File: config.mk
export PLATFORM = sky130hd
export DESIGN_NAME = bn_sequencer
export DESIGN_NICKNAME = d
export VERILOG_FILES = /design/src/rtl/bn_pkg.sv /design/src/rtl/bn_seq_retire.sv /design/src/rtl/bn_sequencer.sv
export SDC_FILE = /design/constraint.sdc
export NUM_CORES = 1
export LEC_CHECK = 0
export BUFFER_PORTS_ARGS = -buffer_cell sky130_fd_sc_hd__clkbuf_2
export CAP_MARGIN = 20
export CORE_ASPECT_RATIO = 0.9
export CORE_MARGIN = 2
export CORE_UTILIZATION = 40
export CTS_CLUSTER_DIAMETER = 80
export DETAILED_ROUTE_END_ITERATION = 8
export PLACE_DENSITY_LB_ADDON = 0.12
export SETUP_SLACK_MARGIN = 0.3
export SLEW_MARGIN = 20
export SYNTH_ARGS = -nofsm -noshare
export SYNTH_HDL_FRONTEND = slang
export SYNTH_SLANG_ARGS = --single-unit
File: constraint.sdc
create_clock -name clk -period 3.9 [get_ports clk]
set_clock_uncertainty 0.2 [all_clocks]
set_input_delay 0.39 -clock clk [delete_from_list [all_inputs] [get_ports clk]]
set_output_delay 0.39 -clock clk [all_outputs]
set_load 0.1 [all_outputs]
File: src/rtl/bn_pkg.sv
// Shared types and defaults for the batch-norm sequencer.
// Frame/channel index struct is shared with the datapath and buffers.
package bn_pkg;

  localparam int NUM_CH_D = 20;
  localparam int DW_D     = 32;
  localparam int AW_D     = 5;
  localparam int FW_D     = 6;

  typedef enum logic [2:0] {
    S_IDLE,
    S_FETCH,
    S_WAIT,
    S_ISSUE,
    S_DRAIN,
    S_DONE
  } state_t;

  typedef struct packed {
    logic [FW_D-1:0] frame;
    logic [AW_D-1:0] ch;
  } bn_idx_t;

endpackage

File: src/rtl/bn_seq_retire.sv
// Retire side: credit counter, retire index, result write register, err.
// Runs alongside the issue FSM and reports progress back to it.
module bn_seq_retire
  import bn_pkg::*;
#(
  parameter int NUM_CH  = NUM_CH_D,
  parameter int DW      = DW_D,
  parameter int AW      = AW_D,
  parameter int FW      = FW_D,
  parameter int MAX_OUT = 4,
  parameter int CW      = 3
) (
  input  logic          clk,
  input  logic          rst_n,
  input  logic          i_clr,
  input  logic          i_issue,
  input  logic          i_out_valid,
  input  logic [DW-1:0] i_out_data,
  input  logic [AW-1:0] i_out_ch,
  output logic [CW-1:0] o_credits,
  output logic [FW-1:0] o_ret_frame,
  output logic          o_wr_en,
  output logic [FW-1:0] o_wr_frame,
  output logic [AW-1:0] o_wr_ch,
  output logic [DW-1:0] o_wr_data,
  output logic          o_err
);

  logic [CW-1:0] r_credits;
  logic [FW-1:0] r_frame;
  logic [AW-1:0] r_ch;
  logic          r_wr_en;
  logic [FW-1:0] r_wr_frame;
  logic [AW-1:0] r_wr_ch;
  logic [DW-1:0] r_wr_data;
  logic          r_err;
  logic          w_ret;

  // A result with nothing in flight is stray and gets dropped.
  assign w_ret = i_out_valid && (r_credits != '0);

  always_ff @(posedge clk or negedge rst_n) begin
    if (!rst_n) begin
      r_credits  <= '0;
      r_frame    <= '0;
      r_ch       <= '0;
      r_wr_en    <= 1'b0;
      r_wr_frame <= '0;
      r_wr_ch    <= '0;
      r_wr_data  <= '0;
      r_err      <= 1'b0;
    end else begin
      r_wr_en <= w_ret;
      if (w_ret) begin
        r_wr_frame <= r_frame;
        r_wr_ch    <= r_ch;
        r_wr_data  <= i_out_data;
        if (r_ch == AW'(NUM_CH - 1)) begin
          r_ch    <= '0;
          r_frame <= r_frame + FW'(1);
        end else begin
          r_ch <= r_ch + AW'(1);
        end
      end
      if (i_clr) begin
        r_frame <= '0;
        r_ch    <= '0;
        r_err   <= 1'b0;
      end else if (i_out_valid && (!w_ret || i_out_ch != r_ch)) begin
        r_err <= 1'b1;
      end
      unique case ({i_issue, w_ret})
        2'b10:   r_credits <= r_credits + CW'(1);
        2'b01:   r_credits <= r_credits - CW'(1);
        default: r_credits <= r_credits;
      endcase
    end
  end

  assign o_credits   = r_credits;
  assign o_ret_frame = r_frame;
  assign o_wr_en     = r_wr_en;
  assign o_wr_frame  = r_wr_frame;
  assign o_wr_ch     = r_wr_ch;
  assign o_wr_data   = r_wr_data;
  assign o_err       = r_err;

endmodule

File: src/rtl/bn_sequencer.sv
// Sequences activation frames through the BN datapath into the result
// buffer; issue FSM and issue index live here, retire side is a submodule.
module bn_sequencer
  import bn_pkg::*;
#(
  parameter int NUM_CH  = NUM_CH_D,
  parameter int DW      = DW_D,
  parameter int AW      = AW_D,
  parameter int FW      = FW_D,
  parameter int MAX_OUT = 4
) (
  input  logic          clk,
  input  logic          rst_n,
  input  logic          start,
  input  logic [FW-1:0] num_frames,
  output logic          busy,
  output logic          done,
  output logic          err,
  output logic          act_rd_en,
  output logic [FW-1:0] act_rd_frame,
  output logic [AW-1:0] act_rd_ch,
  input  logic [DW-1:0] act_rd_data,
  output logic          bn_in_valid,
  input  logic          bn_in_ready,
  output logic [DW-1:0] bn_in_data,
  output logic [AW-1:0] bn_in_ch,
  input  logic          bn_out_valid,
  input  logic [DW-1:0] bn_out_data,
  input  logic [AW-1:0] bn_out_ch,
  output logic          res_wr_en,
  output logic [FW-1:0] res_wr_frame,
  output logic [AW-1:0] res_wr_ch,
  output logic [DW-1:0] res_wr_data
);

  localparam int CW = $clog2(MAX_OUT + 1);

  state_t        r_state;
  logic [FW-1:0] r_nf;
  logic [FW-1:0] r_if;
  logic [AW-1:0] r_ic;
  logic [DW-1:0] r_hold;
  logic          r_busy;
  logic          r_done;

  logic [CW-1:0] w_credits;
  logic [FW-1:0] w_ret_frame;
  logic          w_credit_ok;
  logic          w_issue;
  logic          w_clr;
  logic          w_last_ch;
  logic          w_last;

  assign w_credit_ok = w_credits < CW'(MAX_OUT);
  assign w_issue     = (r_state == S_ISSUE) && bn_in_ready;
  assign w_clr       = (r_state == S_IDLE) && start;
  assign w_last_ch   = r_ic == AW'(NUM_CH - 1);
  assign w_last      = w_last_ch && (r_if == r_nf - FW'(1));

  always_ff @(posedge clk or negedge rst_n) begin
    if (!rst_n) begin
      r_state <= S_IDLE;
      r_nf    <= '0;
      r_if    <= '0;
      r_ic    <= '0;
      r_hold  <= '0;
      r_busy  <= 1'b0;
      r_done  <= 1'b0;
    end else begin
      unique case (r_state)
        S_IDLE: begin
          if (start) begin
            r_nf   <= num_frames;
            r_if   <= '0;
            r_ic   <= '0;
            r_busy <= 1'b1;
            if (num_frames == '0) begin
              r_state <= S_DONE;
              r_done  <= 1'b1;
            end else begin
              r_state <= S_FETCH;
            end
          end
        end
        S_FETCH: begin
          if (w_credit_ok) r_state <= S_WAIT;
        end
        S_WAIT: begin
          r_hold  <= act_rd_data;
          r_state <= S_ISSUE;
        end
        S_ISSUE: begin
          if (bn_in_ready) begin
            if (w_last_ch) begin
              r_ic <= '0;
              r_if <= r_if + FW'(1);
            end else begin
              r_ic <= r_ic + AW'(1);
            end
            r_state <= w_last ? S_DRAIN : S_FETCH;
          end
        end
        S_DRAIN: begin
          // Retire index wraps to (num_frames, 0) once all are written.
          if (w_ret_frame == r_nf) begin
            r_state <= S_DONE;
            r_done  <= 1'b1;
          end
        end
        S_DONE: begin
          r_done  <= 1'b0;
          r_busy  <= 1'b0;
          r_state <= S_IDLE;
        end
        default: r_state <= S_IDLE;
      endcase
    end
  end

  assign busy         = r_busy;
  assign done         = r_done;
  assign act_rd_en    = (r_state == S_FETCH) && w_credit_ok;
  assign act_rd_frame = r_if;
  assign act_rd_ch    = r_ic;
  assign bn_in_valid  = (r_state == S_ISSUE);
  assign bn_in_data   = r_hold;
  assign bn_in_ch     = r_ic;

  bn_seq_retire #(
    .NUM_CH  (NUM_CH),
    .DW      (DW),
    .AW      (AW),
    .FW      (FW),
    .MAX_OUT (MAX_OUT),
    .CW      (CW)
  ) u_retire (
    .clk         (clk),
    .rst_n       (rst_n),
    .i_clr       (w_clr),
    .i_issue     (w_issue),
    .i_out_valid (bn_out_valid),
    .i_out_data  (bn_out_data),
    .i_out_ch    (bn_out_ch),
    .o_credits   (w_credits),
    .o_ret_frame (w_ret_frame),
    .o_wr_en     (res_wr_en),
    .o_wr_frame  (res_wr_frame),
    .o_wr_ch     (res_wr_ch),
    .o_wr_data   (res_wr_data),
    .o_err       (err)
  );

endmodule

==> flow_summary.rst, run 1 <==
.. list-table::
   :header-rows: 1

   * - Metric
     - Value
   * - Number of enable-type register cells in the synthesized netlist
     - 0
   * - Data arrival time of the critical path
     - 1.98 ns
   * - Fmax
     - 0.389 GHz
   * - Max-cap viol count
     - 0
   * - Final critical-path share of the clock period
     - 0.659
   * - Critical path peak fanout
     - 13
   * - Global-route wire length before repair
     - 18700 µm
   * - CP endpoint kind
     - output pin
   * - Cts bufs inserted
     - 17
   * - Gp weighted congestion
     - 0.777
   * - Yosys synthesis warning count
     - 0
   * - Post-synthesis register bit count
     - 113
   * - Post-Synthesis Net Count
     - 561
   * - Sequential share of the synthesized area
     - 0.565
   * - Antenna Nets Post-Route
     - 0
   * - Antenna violations before repair
     - 0
   * - Iteration-0 DRC Markers
     - 231
   * - Routed length per instance
     - 13.3 µm
   * - Critical path data required time
     - 3.31 ns
   * - Share of synthesized flip-flops with an asynchronous set or reset
     - 1.00
   * - Final total negative setup slack
     - 0 ns
   * - Largest net degree at the start of global routing
     - 60
   * - Global route overflow
     - 0
   * - Slew @ Worst Pin
     - 0.715 ns
   * - Total Die Area
     - 13400 µm²
   * - Startpoint-to-endpoint class of the critical path
     - reg -> out
   * - Maximum clock insertion buffer count
     - 2
   * - Total global-route track usage
     - 0.180
   * - Final setup violation count
     - 0
   * - Netlist area before placement
     - 5000 µm²
   * - Floorplan row count
     - 38
   * - Total iterations of the first detailed-routing run
     - 4
   * - Hold/Removal Path Class
     - in -> reg
   * - Post-layout min period
     - 2.57 ns
   * - Deepest level of the CTS H-tree
     - 4
   * - DIE WIDTH
     - 122 µm
   * - Pins Over Slew Limit
     - 0
   * - Per-instance average area after synthesis
     - 10.6 µm²
   * - Post-Route Utilization
     - 0.575
   * - Synth Instances
     - 474
   * - Via count of the first global-routing pass
     - 3939
   * - Area post-placement
     - 6010 µm²
   * - Clock-pin slew reported for the worst setup and hold paths after clock tree synthesis
     - 0.05 ns
   * - CTS tree
     - done
   * - Ports
     - 177
   * - Via count
     - 4019
   * - Hold Vio Cnt, Final
     - 0
   * - Synth cell types
     - 41
   * - Chip height
     - 110 µm
   * - Source-to-sink clock delay at the later pin of the worst-skew pair
     - 0.41 ns
   * - Area of the placeable core
     - 12100 µm²
   * - Antenna Diode Count
     - 0
   * - Run status
     - completed
   * - Nature of the critical path startpoint
     - register
   * - Unrepaired setup endpoints after global routing
     - no
   * - HPWL reported at the end of detailed placement
     - 7650 µm
   * - Ys flop type
     - dfrtp_1
   * - Normalized max-slew margin
     - 0.523
   * - Hold slack
     - 0.0159 ns
   * - Number of nets at the end of the flow
     - 779
   * - Clock sink total
     - 113
   * - Clock root buffer
     - clkbuf_16
   * - R2R setup slack
     - 1.49 ns
   * - Fraction of final layout cells with drive strength greater than 1
     - 0.363
   * - Design area
     - 6970 µm²
   * - Input/output buffers
     - 176
   * - DRC violation count after routing
     - 0
   * - Starting density of the core
     - 0.413
   * - Total Wirelength
     - 11500 µm
   * - Post-CTS Setup Inserts
     - 0
   * - Area growth, synth to finish
     - 39.4%
   * - Detailed-route vias per instance
     - 4.65
## synthesized netlist by cell type (all sizes together) (2+ instances only)
cell type	n	area, µm²
a31oi	4	25.0
nor2b	4	25.0
xnor2	17	149
nor3	11	60.1
and3	2	12.5
nor2	27	109
mux2	38	428
clkbuf	8	30.0
nor4	4	40.0
inv	9	33.8
ha	6	75.1
dfrtp	113	2830
nand3	4	20.0
nand2	148	556
nand4	7	43.8
nor4b	2	38.8
buf	18	115
mux2i	2	20.0
o21ai	11	55.1
a21oi	6	30.0
xor2	19	166
## sequential cells by signal, indices dropped and copies added, names as in the netlist
register,cells
done,1
u_retire.o_credits,3
bn_in_data,32
act_rd_frame,6
u_retire.o_err,1
u_retire.o_wr_frame,6
u_retire.o_wr_data,32
act_rd_ch,5
u_retire.r_ch,5
u_retire.o_ret_frame,6
r_nf,6
busy,1
u_retire.o_wr_ch,5
u_retire.o_wr_en,1
r_state,3
## final timing paths
| path | startpoint | to | depth (start not counted) |
|---|---|---|---|
| max | r_state[0] | act_rd_en | 3 |
| min | act_rd_data[12] | bn_in_data[12] | 2 |
| max reg2reg | r_state[2] | u_retire.o_credits[2] | 9 |
| min reg2reg | u_retire.o_wr_data[4] | u_retire.o_wr_data[4] | 2 |
| max in group asynchronous | rst_n | u_retire.o_wr_data[27] | 3 |
| min in group asynchronous | rst_n | bn_in_data[26] | 2 |
## cell usage in the layout, fill, tap and decap left out, types with 2 or more instances in the layout
master	n
buf_4	5
xor2_1	19
nor4_1	3
nand4_1	7
a31oi_1	4
dfrtp_1	113
mux2_2	38
nor2b_1	4
nand3_1	4
clkinv_2	6
and3_1	2
clkbuf_16	17
nor2_1	26
ha_1	6
mux2i_1	2
o21ai_0	11
a21oi_1	6
dlygate4sd3_1	44
xnor2_1	17
nor3_1	10
inv_1	7
nand2_1	148
clkbuf_1	7
clkbuf_2	175
inv_2	2
## metal layers
metal	GRT usage	up-vias	wire length [µm]
li1	-	2002	-
met1	0.218	1888	5010
met2	0.296	117	5670
met3	0.0602	12	645
met4	0.0731	0	176
met5	0	-	0
## kinds of logic (layout without fill, tap and decap cells)
group                      Yosys count  after routing  share of synthesized area
xor gates and xnor gates            36             36                     0.0630
muxes                               40             40                     0.0895
buffers and inverters               35            266                     0.0358
adders and majority gates            7              7                     0.0190
and+or+nand+nor                    213            213                      0.187
DFF                                113            113                      0.565
AOI/OAI and AO/OA                   30             30                     0.0402
## per-stage QoR
| step | setup slack, ns | instances |
|---|---|---|
| 2_1_floorplan | 0.476 | 474 |
| 3_3_place_gp | 1.57 | 789 |
| 3_5_place_dp | 1.50 | 789 |
| 4_1_cts | 1.30 | 864 |
| 5_1_grt | 1.18 | 865 |
| 6_report | 1.33 | 865 |
## area by class of cell
type,count,area [µm²]
Fill cell,1112,5150
Sequential cell,113,2830
Multi-Input combinational cell,326,2010
Clock buffer,25,465
Tap cell,160,200
Clock inverter,7,60.1
Timing Repair Buffer,225,1370
Inverter,9,33.8
## worst max-delay path: stages, from the launching register on
cell and delay, ns:
dfrtp_1 0.67, nand2_1 0.14, nor3_1 0.25, clkbuf_2 0.52
## what timing repair did
| item | CTS | global route |
|---|---|---|
| gates resized for setup | 0 | 0 |
| hold buffers | 43 | 1 |
| endpoints found under the hold margin | 96 | 1 |
Power of run 1 is not shown: default switching activity piles up to over one toggle a cycle in this logic, so the estimate is an artifact.
==> run 2: changes to the inputs <==
==> constraint.sdc (replaced) <==
create_clock -name clk -period 2.5 [get_ports clk]
set_clock_uncertainty 0.2 [all_clocks]
set_input_delay 0.25 -clock clk [delete_from_list [all_inputs] [get_ports clk]]
set_output_delay 0.25 -clock clk [all_outputs]
set_load 0.1 [all_outputs]
==> flow_summary.rst, run 2 (synthesized netlist as in run 1, its figures left out) <==
.. list-table::
   :header-rows: 1

   * - Metric
     - Value
   * - Deepest level of the CTS H-tree
     - 4
   * - Post-layout min period
     - 2.09 ns
   * - Critical path peak fanout
     - 5
   * - Nature of the critical path startpoint
     - register
   * - Run status
     - completed
   * - Global route overflow
     - 0
   * - Ports
     - 177
   * - Critical Path, Cell by Cell
     - inv_1 -> nand2_1 -> nor3_4 -> clkbuf_4
   * - Data arrival time of the critical path
     - 1.64 ns
   * - Largest net degree at the start of global routing
     - 114
   * - Fraction of final layout cells with drive strength greater than 1
     - 0.369
   * - Input/output buffers
     - 176
   * - Number of nets at the end of the flow
     - 814
   * - Critical path data required time
     - 2.05 ns
   * - Normalized max-slew margin
     - 0.566
   * - Gp weighted congestion
     - 0.783
   * - Global-route wire length before repair
     - 20000 µm
   * - DIE WIDTH
     - 122 µm
   * - Via count of the first global-routing pass
     - 4226
   * - Pins Over Slew Limit
     - 0
   * - Clock sink total
     - 113
   * - Clock root buffer
     - clkbuf_16
   * - Via count
     - 4189
   * - Total iterations of the first detailed-routing run
     - 6
   * - Iteration-0 DRC Markers
     - 176
   * - Final critical-path share of the clock period
     - 0.835
   * - Antenna violations before repair
     - 0
   * - Chip height
     - 110 µm
   * - Crit-path max cell delay
     - 0.43 ns
   * - Clock-pin slew reported for the worst setup and hold paths after clock tree synthesis
     - 0.05 ns
   * - Final total negative setup slack
     - 0 ns
   * - Detailed-route vias per instance
     - 4.66
   * - Slowest CP cell
     - dfrtp_2
   * - Slew @ Worst Pin
     - 0.652 ns
   * - Area growth, synth to finish
     - 48.6%
   * - Startpoint-to-endpoint class of the critical path
     - reg -> out
   * - Source-to-sink clock delay at the later pin of the worst-skew pair
     - 0.41 ns
   * - Unrepaired setup endpoints after global routing
     - no
   * - Routed length per instance
     - 13.5 µm
   * - CP endpoint kind
     - output pin
   * - Top library cells by usage in the layout, fill and taps aside
     - 173 x clkbuf_2, 147 x nand2_1, 109 x dfrtp_1
   * - Total Die Area
     - 13400 µm²
   * - Hold/Removal Path Class
     - in -> reg
   * - Hold Vio Cnt, Final
     - 0
   * - Total Wirelength
     - 12200 µm
   * - DRC violation count after routing
     - 0
   * - Final setup violation count
     - 0
   * - Fmax
     - 0.479 GHz
   * - Most common library cell in the layout ignoring fill and taps
     - clkbuf_2
   * - Antenna Nets Post-Route
     - 0
   * - Max-cap viol count
     - 0
   * - HPWL reported at the end of detailed placement
     - 8020 µm
   * - Area of the placeable core
     - 12100 µm²
   * - CTS tree
     - done
   * - Antenna Diode Count
     - 0
   * - Total global-route track usage
     - 0.193
   * - Maximum clock insertion buffer count
     - 2
   * - Floorplan row count
     - 38
   * - Starting density of the core
     - 0.413
   * - Cts bufs inserted
     - 17
==> run 2: cell count changes in the layout (fill, tap and decap cells not counted), sizes merged <==
| cell | before | now |
|---|---|---|
| buf | 6 | 11 |
| bufinv | 1 | 3 |
| clkbuf | 200 | 201 |
| clkinv | 6 | 1 |
| clkinvlp | 0 | 1 |
| dlygate4sd3 | 44 | 74 |
| inv | 9 | 8 |
==> run 2: area by class of cell <==
| class | count | area, µm² |
|---|---|---|
| Fill cell | 1005 | 4690 |
| Sequential cell | 113 | 2830 |
| Multi-Input combinational cell | 326 | 2050 |
| Timing Repair Buffer | 260 | 1720 |
| Clock buffer | 26 | 519 |
| Tap cell | 160 | 200 |
| Clock inverter | 4 | 72.6 |
| Inverter | 9 | 47.5 |
==> run 2: what timing repair did <==
item | 4_1_cts | 5_1_grt
buffers inserted | 0 | 1
gates resized for setup | 2 | 2
endpoints found under the setup margin | 2 | 6
hold buffers | 74 | 0
gates cloned | 0 | 0
endpoints found under the hold margin | 187 | 0
==> run 2: final timing paths <==
path / slack [ns] / end / cells after the start / startpoint
min in group asynchronous: 0.21 / u_retire.o_wr_data[21] / 3 / rst_n
hold reg to reg: 0.27 / u_retire.o_wr_data[19] / 2 / u_retire.o_wr_data[19]
max in group asynchronous: 1.31 / r_state[1] / 3 / rst_n
setup reg to reg: 0.47 / u_retire.o_credits[2] / 9 / r_state[1]
setup / recovery: 0.41 / act_rd_en / 4 / r_state[1]
hold / removal: 0.07 / u_retire.o_err / 5 / bn_out_ch[3]
==> run 2: critical path: cells and delay by family (launching register included) <==
kind	cells	cell delay [ns]
buf+inv	2	0.51
flops	1	0.43
simple gates	2	0.29
==> run 2: stage by stage <==
stage	utilization	std cells	setup WS (ns)	hold WS, ns	area [µm²]
after global placement	0.502	793	0.398	0.183	6080
after detailed placement	0.502	793	0.344	0.199	6080
after CTS	0.612	897	0.263	0.0571	7420
after floorplan	-	474	0.304	-0.246	5060
after global routing	0.613	898	0.320	0.0830	7440
final	0.613	898	0.412	0.0733	7440
==> run 2: per-layer routing <==
metal,GRT usage,routed length [µm]
met3,0.0525,681
met1,0.242,5440
met5,0,0
met4,0.0780,148
met2,0.317,5880
Power of run 2 is left out for the same reason.
